[src/rtl/pcie_rx_router_if.sv]
// TLP slot types shared by the RX router and its bench,
// plus the multi-slot and single-slot RX AXI-S interfaces.
`timescale 1ns/1ps
package pcie_rx_pkg;
  localparam int FIM_PCIE_TLP_CH = 2;
  localparam int HDR_W = 128;
  localparam int PL_W  = 64;
  localparam int BAR_W = 3;

  // hdr[31:0] is DW0; fmttype lives in hdr[31:24].
  typedef struct packed {
    logic             valid;
    logic             sop;
    logic             eop;
    logic [HDR_W-1:0] hdr;
    logic [PL_W-1:0]  payload;
  } t_slot;

  typedef struct packed {
    logic [BAR_W-1:0] bar;
  } t_tuser;
endpackage

interface ofs_fim_pcie_rxs_axis_if #(
  parameter int NUM_CH = pcie_rx_pkg::FIM_PCIE_TLP_CH
);
  import pcie_rx_pkg::*;
  logic                clk;
  logic                rst_n;
  logic                tvalid;
  logic                tready;
  logic                tlast;
  t_slot  [NUM_CH-1:0] tdata;
  t_tuser [NUM_CH-1:0] tuser;

  modport master (
    output clk, rst_n, tvalid, tlast,
    output tdata, tuser,
    input  tready
  );
  modport slave (
    input  tvalid, tlast, tdata, tuser,
    output tready
  );
endinterface

interface ofs_fim_pcie_rx_axis_if;
  import pcie_rx_pkg::*;
  logic   clk;
  logic   rst_n;
  logic   tvalid;
  logic   tready;
  logic   tlast;
  t_slot  tdata;
  t_tuser tuser;

  modport master (
    output clk, rst_n, tvalid, tlast,
    output tdata, tuser,
    input  tready
  );
  modport slave (
    input  tvalid, tlast, tdata, tuser,
    output tready
  );
endinterface

[src/rtl/pcie_rx_router.sv]
// RX TLP demux: MMIO-BAR memory requests go to the single-slot
// MMIO stream, everything else to the multi-slot AFU stream.
`timescale 1ns/1ps
module pcie_rx_router
  import pcie_rx_pkg::*;
#(
  parameter int MMIO_BAR = 0,
  parameter int NUM_CH   = FIM_PCIE_TLP_CH
) (
  input  logic clk,
  input  logic rst_n,
  ofs_fim_pcie_rxs_axis_if.slave  i_pcie_rx_st,
  ofs_fim_pcie_rx_axis_if.master  o_mmio_rx_st,
  ofs_fim_pcie_rxs_axis_if.master o_afu_rx_st
);

  typedef enum logic {
    DST_AFU  = 1'b0,
    DST_MMIO = 1'b1
  } dst_e;

  localparam int SW = (NUM_CH > 1) ? $clog2(NUM_CH) : 1;

  t_slot  [NUM_CH-1:0] held_q, held_d;
  t_tuser [NUM_CH-1:0] huser_q, huser_d;
  logic                hlast_q, hlast_d;
  logic   [NUM_CH-1:0] pend_q, pend_d;
  logic   [NUM_CH-1:0] mmio_q, mmio_d;
  dst_e                cur_dst_q, cur_dst_d;

  logic   [NUM_CH-1:0] afu_pend;
  logic   [NUM_CH-1:0] mmio_pend;
  logic   [NUM_CH-1:0] mmio_oh;
  logic   [NUM_CH-1:0] clr;
  logic   [SW-1:0]     mmio_sel;
  t_slot  [NUM_CH-1:0] afu_data;
  logic                held_valid;
  logic                beat_done;
  logic                accept;
  logic                afu_fire;
  logic                mmio_fire;

  function automatic logic is_mmio(
    input t_slot  s,
    input t_tuser u
  );
    return (s.hdr[28:24] == 5'b00000) &&
           (u.bar == BAR_W'(MMIO_BAR));
  endfunction

  assign held_valid = |pend_q;
  assign afu_pend   = pend_q & ~mmio_q;
  assign mmio_pend  = pend_q & mmio_q;

  // Select the lowest-index pending MMIO slot.
  always_comb begin
    mmio_sel = '0;
    mmio_oh  = '0;
    for (int i = NUM_CH - 1; i >= 0; i--) begin
      if (mmio_pend[i]) begin
        mmio_sel   = SW'(i);
        mmio_oh    = '0;
        mmio_oh[i] = 1'b1;
      end
    end
  end

  // AFU beat keeps slot positions; non-AFU slots blanked.
  always_comb begin
    afu_data = '0;
    for (int i = 0; i < NUM_CH; i++) begin
      if (afu_pend[i]) afu_data[i] = held_q[i];
    end
  end

  assign afu_fire  = o_afu_rx_st.tvalid
                   & o_afu_rx_st.tready;
  assign mmio_fire = o_mmio_rx_st.tvalid
                   & o_mmio_rx_st.tready;

  assign clr = (afu_fire  ? afu_pend : '0)
             | (mmio_fire ? mmio_oh  : '0);

  assign beat_done = ((pend_q & ~clr) == '0);
  assign accept    = i_pcie_rx_st.tvalid
                   & i_pcie_rx_st.tready;

  assign i_pcie_rx_st.tready =
    rst_n & (~held_valid | beat_done);

  assign o_afu_rx_st.clk    = clk;
  assign o_afu_rx_st.rst_n  = rst_n;
  assign o_afu_rx_st.tvalid = |afu_pend;
  assign o_afu_rx_st.tdata  = afu_data;
  assign o_afu_rx_st.tuser  = huser_q;
  assign o_afu_rx_st.tlast  = hlast_q;

  assign o_mmio_rx_st.clk    = clk;
  assign o_mmio_rx_st.rst_n  = rst_n;
  assign o_mmio_rx_st.tvalid = |mmio_pend;
  assign o_mmio_rx_st.tdata  =
    (|mmio_pend) ? held_q[mmio_sel] : '0;
  assign o_mmio_rx_st.tuser  =
    (|mmio_pend) ? huser_q[mmio_sel] : '0;
  assign o_mmio_rx_st.tlast  =
    (|mmio_pend) & held_q[mmio_sel].eop;

  // Retire dispatched slots, or load and route a new beat.
  always_comb begin
    held_d    = held_q;
    huser_d   = huser_q;
    hlast_d   = hlast_q;
    mmio_d    = mmio_q;
    cur_dst_d = cur_dst_q;
    pend_d    = pend_q & ~clr;
    if (accept) begin
      held_d  = i_pcie_rx_st.tdata;
      huser_d = i_pcie_rx_st.tuser;
      hlast_d = i_pcie_rx_st.tlast;
      for (int i = 0; i < NUM_CH; i++) begin
        pend_d[i] = i_pcie_rx_st.tdata[i].valid;
        if (i_pcie_rx_st.tdata[i].valid &&
            i_pcie_rx_st.tdata[i].sop) begin
          cur_dst_d =
            is_mmio(i_pcie_rx_st.tdata[i],
                    i_pcie_rx_st.tuser[i])
            ? DST_MMIO : DST_AFU;
        end
        mmio_d[i] = (cur_dst_d == DST_MMIO);
      end
    end
  end

  // Holding register and route state.
  always_ff @(posedge clk) begin
    if (!rst_n) begin
      held_q    <= '0;
      huser_q   <= '0;
      hlast_q   <= 1'b0;
      pend_q    <= '0;
      mmio_q    <= '0;
      cur_dst_q <= DST_AFU;
    end else begin
      held_q    <= held_d;
      huser_q   <= huser_d;
      hlast_q   <= hlast_d;
      pend_q    <= pend_d;
      mmio_q    <= mmio_d;
      cur_dst_q <= cur_dst_d;
    end
  end

endmodule

[src/flat_wrapper.sv]
// flat-port wrapper written by rule: the top's interface ports become plain ports
module pcie_rx_router_flat import pcie_rx_pkg::*;
#(
  parameter int MMIO_BAR = 0,
  parameter int NUM_CH   = FIM_PCIE_TLP_CH
)
  (clk, rst_n, i_pcie_rx_st_tvalid, i_pcie_rx_st_tlast, i_pcie_rx_st_tdata, i_pcie_rx_st_tuser, i_pcie_rx_st_tready, o_mmio_rx_st_clk, o_mmio_rx_st_rst_n, o_mmio_rx_st_tvalid, o_mmio_rx_st_tlast, o_mmio_rx_st_tdata, o_mmio_rx_st_tuser, o_mmio_rx_st_tready, o_afu_rx_st_clk, o_afu_rx_st_rst_n, o_afu_rx_st_tvalid, o_afu_rx_st_tlast, o_afu_rx_st_tdata, o_afu_rx_st_tuser, o_afu_rx_st_tready);
  ofs_fim_pcie_rxs_axis_if #(.NUM_CH(NUM_CH)) i_pcie_rx_st_i ();
  ofs_fim_pcie_rx_axis_if o_mmio_rx_st_i ();
  ofs_fim_pcie_rxs_axis_if #(.NUM_CH(NUM_CH)) o_afu_rx_st_i ();
  input  logic clk;
  input  logic rst_n;
  input wire logic [$bits(i_pcie_rx_st_i.tvalid)-1:0] i_pcie_rx_st_tvalid;
  input wire logic [$bits(i_pcie_rx_st_i.tlast)-1:0] i_pcie_rx_st_tlast;
  input wire logic [$bits(i_pcie_rx_st_i.tdata)-1:0] i_pcie_rx_st_tdata;
  input wire logic [$bits(i_pcie_rx_st_i.tuser)-1:0] i_pcie_rx_st_tuser;
  output wire logic [$bits(i_pcie_rx_st_i.tready)-1:0] i_pcie_rx_st_tready;
  output wire logic [$bits(o_mmio_rx_st_i.clk)-1:0] o_mmio_rx_st_clk;
  output wire logic [$bits(o_mmio_rx_st_i.rst_n)-1:0] o_mmio_rx_st_rst_n;
  output wire logic [$bits(o_mmio_rx_st_i.tvalid)-1:0] o_mmio_rx_st_tvalid;
  output wire logic [$bits(o_mmio_rx_st_i.tlast)-1:0] o_mmio_rx_st_tlast;
  output wire logic [$bits(o_mmio_rx_st_i.tdata)-1:0] o_mmio_rx_st_tdata;
  output wire logic [$bits(o_mmio_rx_st_i.tuser)-1:0] o_mmio_rx_st_tuser;
  input wire logic [$bits(o_mmio_rx_st_i.tready)-1:0] o_mmio_rx_st_tready;
  output wire logic [$bits(o_afu_rx_st_i.clk)-1:0] o_afu_rx_st_clk;
  output wire logic [$bits(o_afu_rx_st_i.rst_n)-1:0] o_afu_rx_st_rst_n;
  output wire logic [$bits(o_afu_rx_st_i.tvalid)-1:0] o_afu_rx_st_tvalid;
  output wire logic [$bits(o_afu_rx_st_i.tlast)-1:0] o_afu_rx_st_tlast;
  output wire logic [$bits(o_afu_rx_st_i.tdata)-1:0] o_afu_rx_st_tdata;
  output wire logic [$bits(o_afu_rx_st_i.tuser)-1:0] o_afu_rx_st_tuser;
  input wire logic [$bits(o_afu_rx_st_i.tready)-1:0] o_afu_rx_st_tready;
  assign i_pcie_rx_st_i.tvalid = i_pcie_rx_st_tvalid;
  assign i_pcie_rx_st_i.tlast = i_pcie_rx_st_tlast;
  assign i_pcie_rx_st_i.tdata = i_pcie_rx_st_tdata;
  assign i_pcie_rx_st_i.tuser = i_pcie_rx_st_tuser;
  assign i_pcie_rx_st_tready = i_pcie_rx_st_i.tready;
  assign o_mmio_rx_st_clk = o_mmio_rx_st_i.clk;
  assign o_mmio_rx_st_rst_n = o_mmio_rx_st_i.rst_n;
  assign o_mmio_rx_st_tvalid = o_mmio_rx_st_i.tvalid;
  assign o_mmio_rx_st_tlast = o_mmio_rx_st_i.tlast;
  assign o_mmio_rx_st_tdata = o_mmio_rx_st_i.tdata;
  assign o_mmio_rx_st_tuser = o_mmio_rx_st_i.tuser;
  assign o_mmio_rx_st_i.tready = o_mmio_rx_st_tready;
  assign o_afu_rx_st_clk = o_afu_rx_st_i.clk;
  assign o_afu_rx_st_rst_n = o_afu_rx_st_i.rst_n;
  assign o_afu_rx_st_tvalid = o_afu_rx_st_i.tvalid;
  assign o_afu_rx_st_tlast = o_afu_rx_st_i.tlast;
  assign o_afu_rx_st_tdata = o_afu_rx_st_i.tdata;
  assign o_afu_rx_st_tuser = o_afu_rx_st_i.tuser;
  assign o_afu_rx_st_i.tready = o_afu_rx_st_tready;
  pcie_rx_router #(.MMIO_BAR(MMIO_BAR), .NUM_CH(NUM_CH)) u_core (.clk(clk), .rst_n(rst_n), .i_pcie_rx_st(i_pcie_rx_st_i), .o_mmio_rx_st(o_mmio_rx_st_i), .o_afu_rx_st(o_afu_rx_st_i));
endmodule
[config.mk]
export PLATFORM = sky130hd
export DESIGN_NAME = pcie_rx_router_flat
export DESIGN_NICKNAME = d
export VERILOG_FILES = /design/src/rtl/pcie_rx_router_if.sv /design/src/rtl/pcie_rx_router.sv /design/src/flat_wrapper.sv
export SDC_FILE = /design/constraint.sdc
export NUM_CORES = 1
export LEC_CHECK = 0
export BUFFER_PORTS_ARGS = -buffer_cell sky130_fd_sc_hd__buf_2
export CORE_AREA = 2 2 388 390
export DETAILED_ROUTE_END_ITERATION = 12
export DIE_AREA = 0 0 390 392
export HOLD_SLACK_MARGIN = 0.08
export PLACE_DENSITY = 0.42
export SLEW_MARGIN = 20
export SYNTH_ARGS = -nofsm -noshare
export SYNTH_HDL_FRONTEND = slang
export SYNTH_SLANG_ARGS = --single-unit
[constraint.sdc]
create_clock -name clk -period 2.6 [get_ports clk]
set_clock_uncertainty 0.1 [all_clocks]
set_input_delay 0.13 -clock clk [delete_from_list [all_inputs] [get_ports clk]]
set_output_delay 0.13 -clock clk [all_outputs]
set_load 0.03 [all_outputs]
==> results.txt <==
EDFF count, synth: 0
period utilization: 98.5%
drt total wl: 158 mm
M1 GR Usage: 24.4%
pwr dens: 473 nW/µm²
RSZ-0062 raised after global routing: yes
Yosys cell types: 31
CTS tree: yes
HPWL Detailed: 102 mm
Yosys top cell by area: dfxtp_1
mux share of post-synthesis cell area: 0.102%
synth-to-layout area growth: 99.9%
Clk pin slew, worst setup/hold paths: 60 ps
Slew @ Worst Pin: 1060 ps
Die Width: 390 µm
Core Util, Final: 26.5%
CP endpoint kind: output port
post-synth top area share: 40.8%
NumNets Final: 4,570
simple-gate share of the synthesized area: 33.1%
most common flop cell mapped by yosys: dfxtp_1
HP Class: in2reg
Final Hold Fails: 0
Synth Area in XOR/XNOR: 0%
drt drc: 0
first-pass GRT wire length: 209 mm
Post-Synthesis Cells: 2,526
Final Max Slew Viols: 0
status: finished, final reports clean
chip height: 392 µm
die area: 153,000 µm²
Crit path required time: 2370 ps
startpoint types: flop
area taken by multi-input logic gates: 10,800 µm²
Setup TNS Final: 0 ps
largest net degree at the start of global routing: 123
CP max FO: 8
most frequent cell after synthesis: dfxtp_1
Hold WS: 118 ps
Synth Area in Adders: 0%
routed via count: 27,400
Core ar.: 149,000 µm²
Internal: 12.9 mW
syn nets: 2,928
Sequential Area: 8040 µm²
Fillers: 16,100
sequential area share after synthesis: 40.8%
Logic pwr share: 16.8%
Worst Setup Path Type: reg2out
Yosys reg bits: 401
Final WS setup: 38.0 ps
WP data arrival: 2330 ps
Mapped Area: 19,700 µm²
Clock Power Share: 44.0%
Port Buffers: 1,004
Initial Util: 13.2%
Synth Area in Compound Gates: 19.4%
dominant combinational cell family by area after synthesis: simple AND/OR/NAND/NOR gates
Worst-Skew Late Latency: 760 ps
P_leak: 17.0 nW
GRT Resource Usage Total: 19.0%
Slew HR: 29.6%
initial drt markers: 2,019
gr ovfl total: 0
Final ANT Viol Nets: 0
share of cells above drive strength 1: 30.5%
Max IR drop VDD: 0.638 mV
drt pass-1 iters: 6
fmax: 390 MHz
register share of total power: 39.2%
vias per cell: 4.44
Avg Cell Area, Syn: 7.80 µm²
Commonest cells post-synth: 401 x dfxtp_1, 399 x nand2_1, 397 x nand4_1
met3 track demand over resource: 3.62%
vias in the first global route: 26,800
pre-CTS setup slack: 285 ps
setup violators final: 0
average wire per standard cell: 25.7 µm
gr busiest metal: met2
min cycle time layout: 2560 ps
YS warnings: 0
initial antenna violation count: 46
I/O pin count: 1,005
Psw: 5.74 mW
cell types occupying the most area after synthesis: dfxtp_1 41%, nand4_1 13%, and2_1 12%, o21ai_0 9.1%, a22o_1 8.8%
sw frac: 30.8%
Max-Cap Viols: 0
row cnt: 142
ys async rst share: 0%
GP Congestion: 0.834
met2 usage: 31.4%
power by group through the flow:
stage | sequential (mW) | combinational (mW) | clock [mW]
after floorplan | 7.01 | 1.09 | 0.115
after global placement | 7.41 | 2.02 | 0.0969
after detailed placement | 7.41 | 2.03 | 0.0969
after CTS | 7.29 | 3.05 | 8.42
after global routing | 7.34 | 3.36 | 8.64
final | 7.30 | 3.13 | 8.18
logic make-up after synthesis:
logic type / count (synthesis)
simple gates: 1200
compound gates: 608
flops: 401
buf+inv: 315
mux: 2
metal layers:
| metal | up-vias | routed length, µm | share of wire (%) |
|---|---|---|---|
| met2 | 1335 | 74400 | 47 |
| li1 | 12400 | - | - |
| met1 | 13400 | 67200 | 42 |
| met3 | 234 | 10700 | 6.7 |
| met5 | - | 90 | 0.057 |
| met4 | 16 | 6050 | 3.8 |
registers in the layout, indices dropped and copies added (netlist names):
signal,count
u_core.mmio_q,2
u_core.pend_q,2
u_core.held_q,390
u_core.o_afu_rx_st.tuser,6
u_core.o_afu_rx_st.tlast,1
worst max-delay path, cell delays in order, from the launching register on:
cell and delay [ps]:
dfxtp_4 350, and2_4 190, nor2_4 100, buf_12 180
buf_16 200, clkbuf_16 200, a22o_1 170, buf_6 140
path summary, 6_finish.rpt:
path                                               from                     end  slack (ps)  cells after the start
worst max-delay path                   u_core.pend_q[0]  o_mmio_rx_st_tdata[96]          40                      7
worst min-delay path            i_pcie_rx_st_tdata[289]      u_core.held_q[289]         120                      4
worst max register to register         u_core.pend_q[0]      u_core.held_q[204]          90                      8
worst min register to register        u_core.held_q[82]       u_core.held_q[82]         360                      2
placed cells by master, fill, tap and decap left out, types with 4 or more instances in the layout:
cell type      instances
clkbuf_1              12
and2_2                 9
a22o_1               159
a21oi_1                5
diode_2               18
clkbuf_4              16
and2_1               380
clkinv_2               9
buf_6                102
clkbuf_16             69
nand2_1              398
o21ai_0              360
buf_12                62
dfxtp_4                4
nand4_1              397
buf_8                  5
dfxtp_1              397
dlygate4sd3_1        765
buf_2                803
clkbuf_8              12
buf_16                31
a22o_4                39
buf_4                 98
o21ai_1               35
timing repair:
action | in CTS | in global routing
setup buffers | 13 | 6
pin swaps | 25 | 25
endpoints found under the hold margin | 401 | 0
gates resized for setup | 243 | 176
gates cloned | 20 | 16
hold buffers | 765 | 0
endpoints found under the setup margin | 471 | 208
cell type report:
type	instances	area share [%]
repair buffers	1893	41.1
multi-input cells	1810	27.4
flip-flops and latches	401	20.4
well taps	1944	6.18
clock buffers	83	4.18
clock inverters	22	0.658
diodes	18	0.114
inverters	3	0.0286
stage by stage:
stage / std cells / power, mW / cell area (µm²)
final: 6174 / 18.6 / 39400
after global routing: 6161 / 19.3 / 39300
after CTS: 6135 / 18.8 / 38500
after detailed placement: 5234 / 9.53 / 27300
after global placement: 5234 / 9.52 / 27300
after floorplan: 2526 / 8.21 / 19700
(Power assumes the default switching activity.)
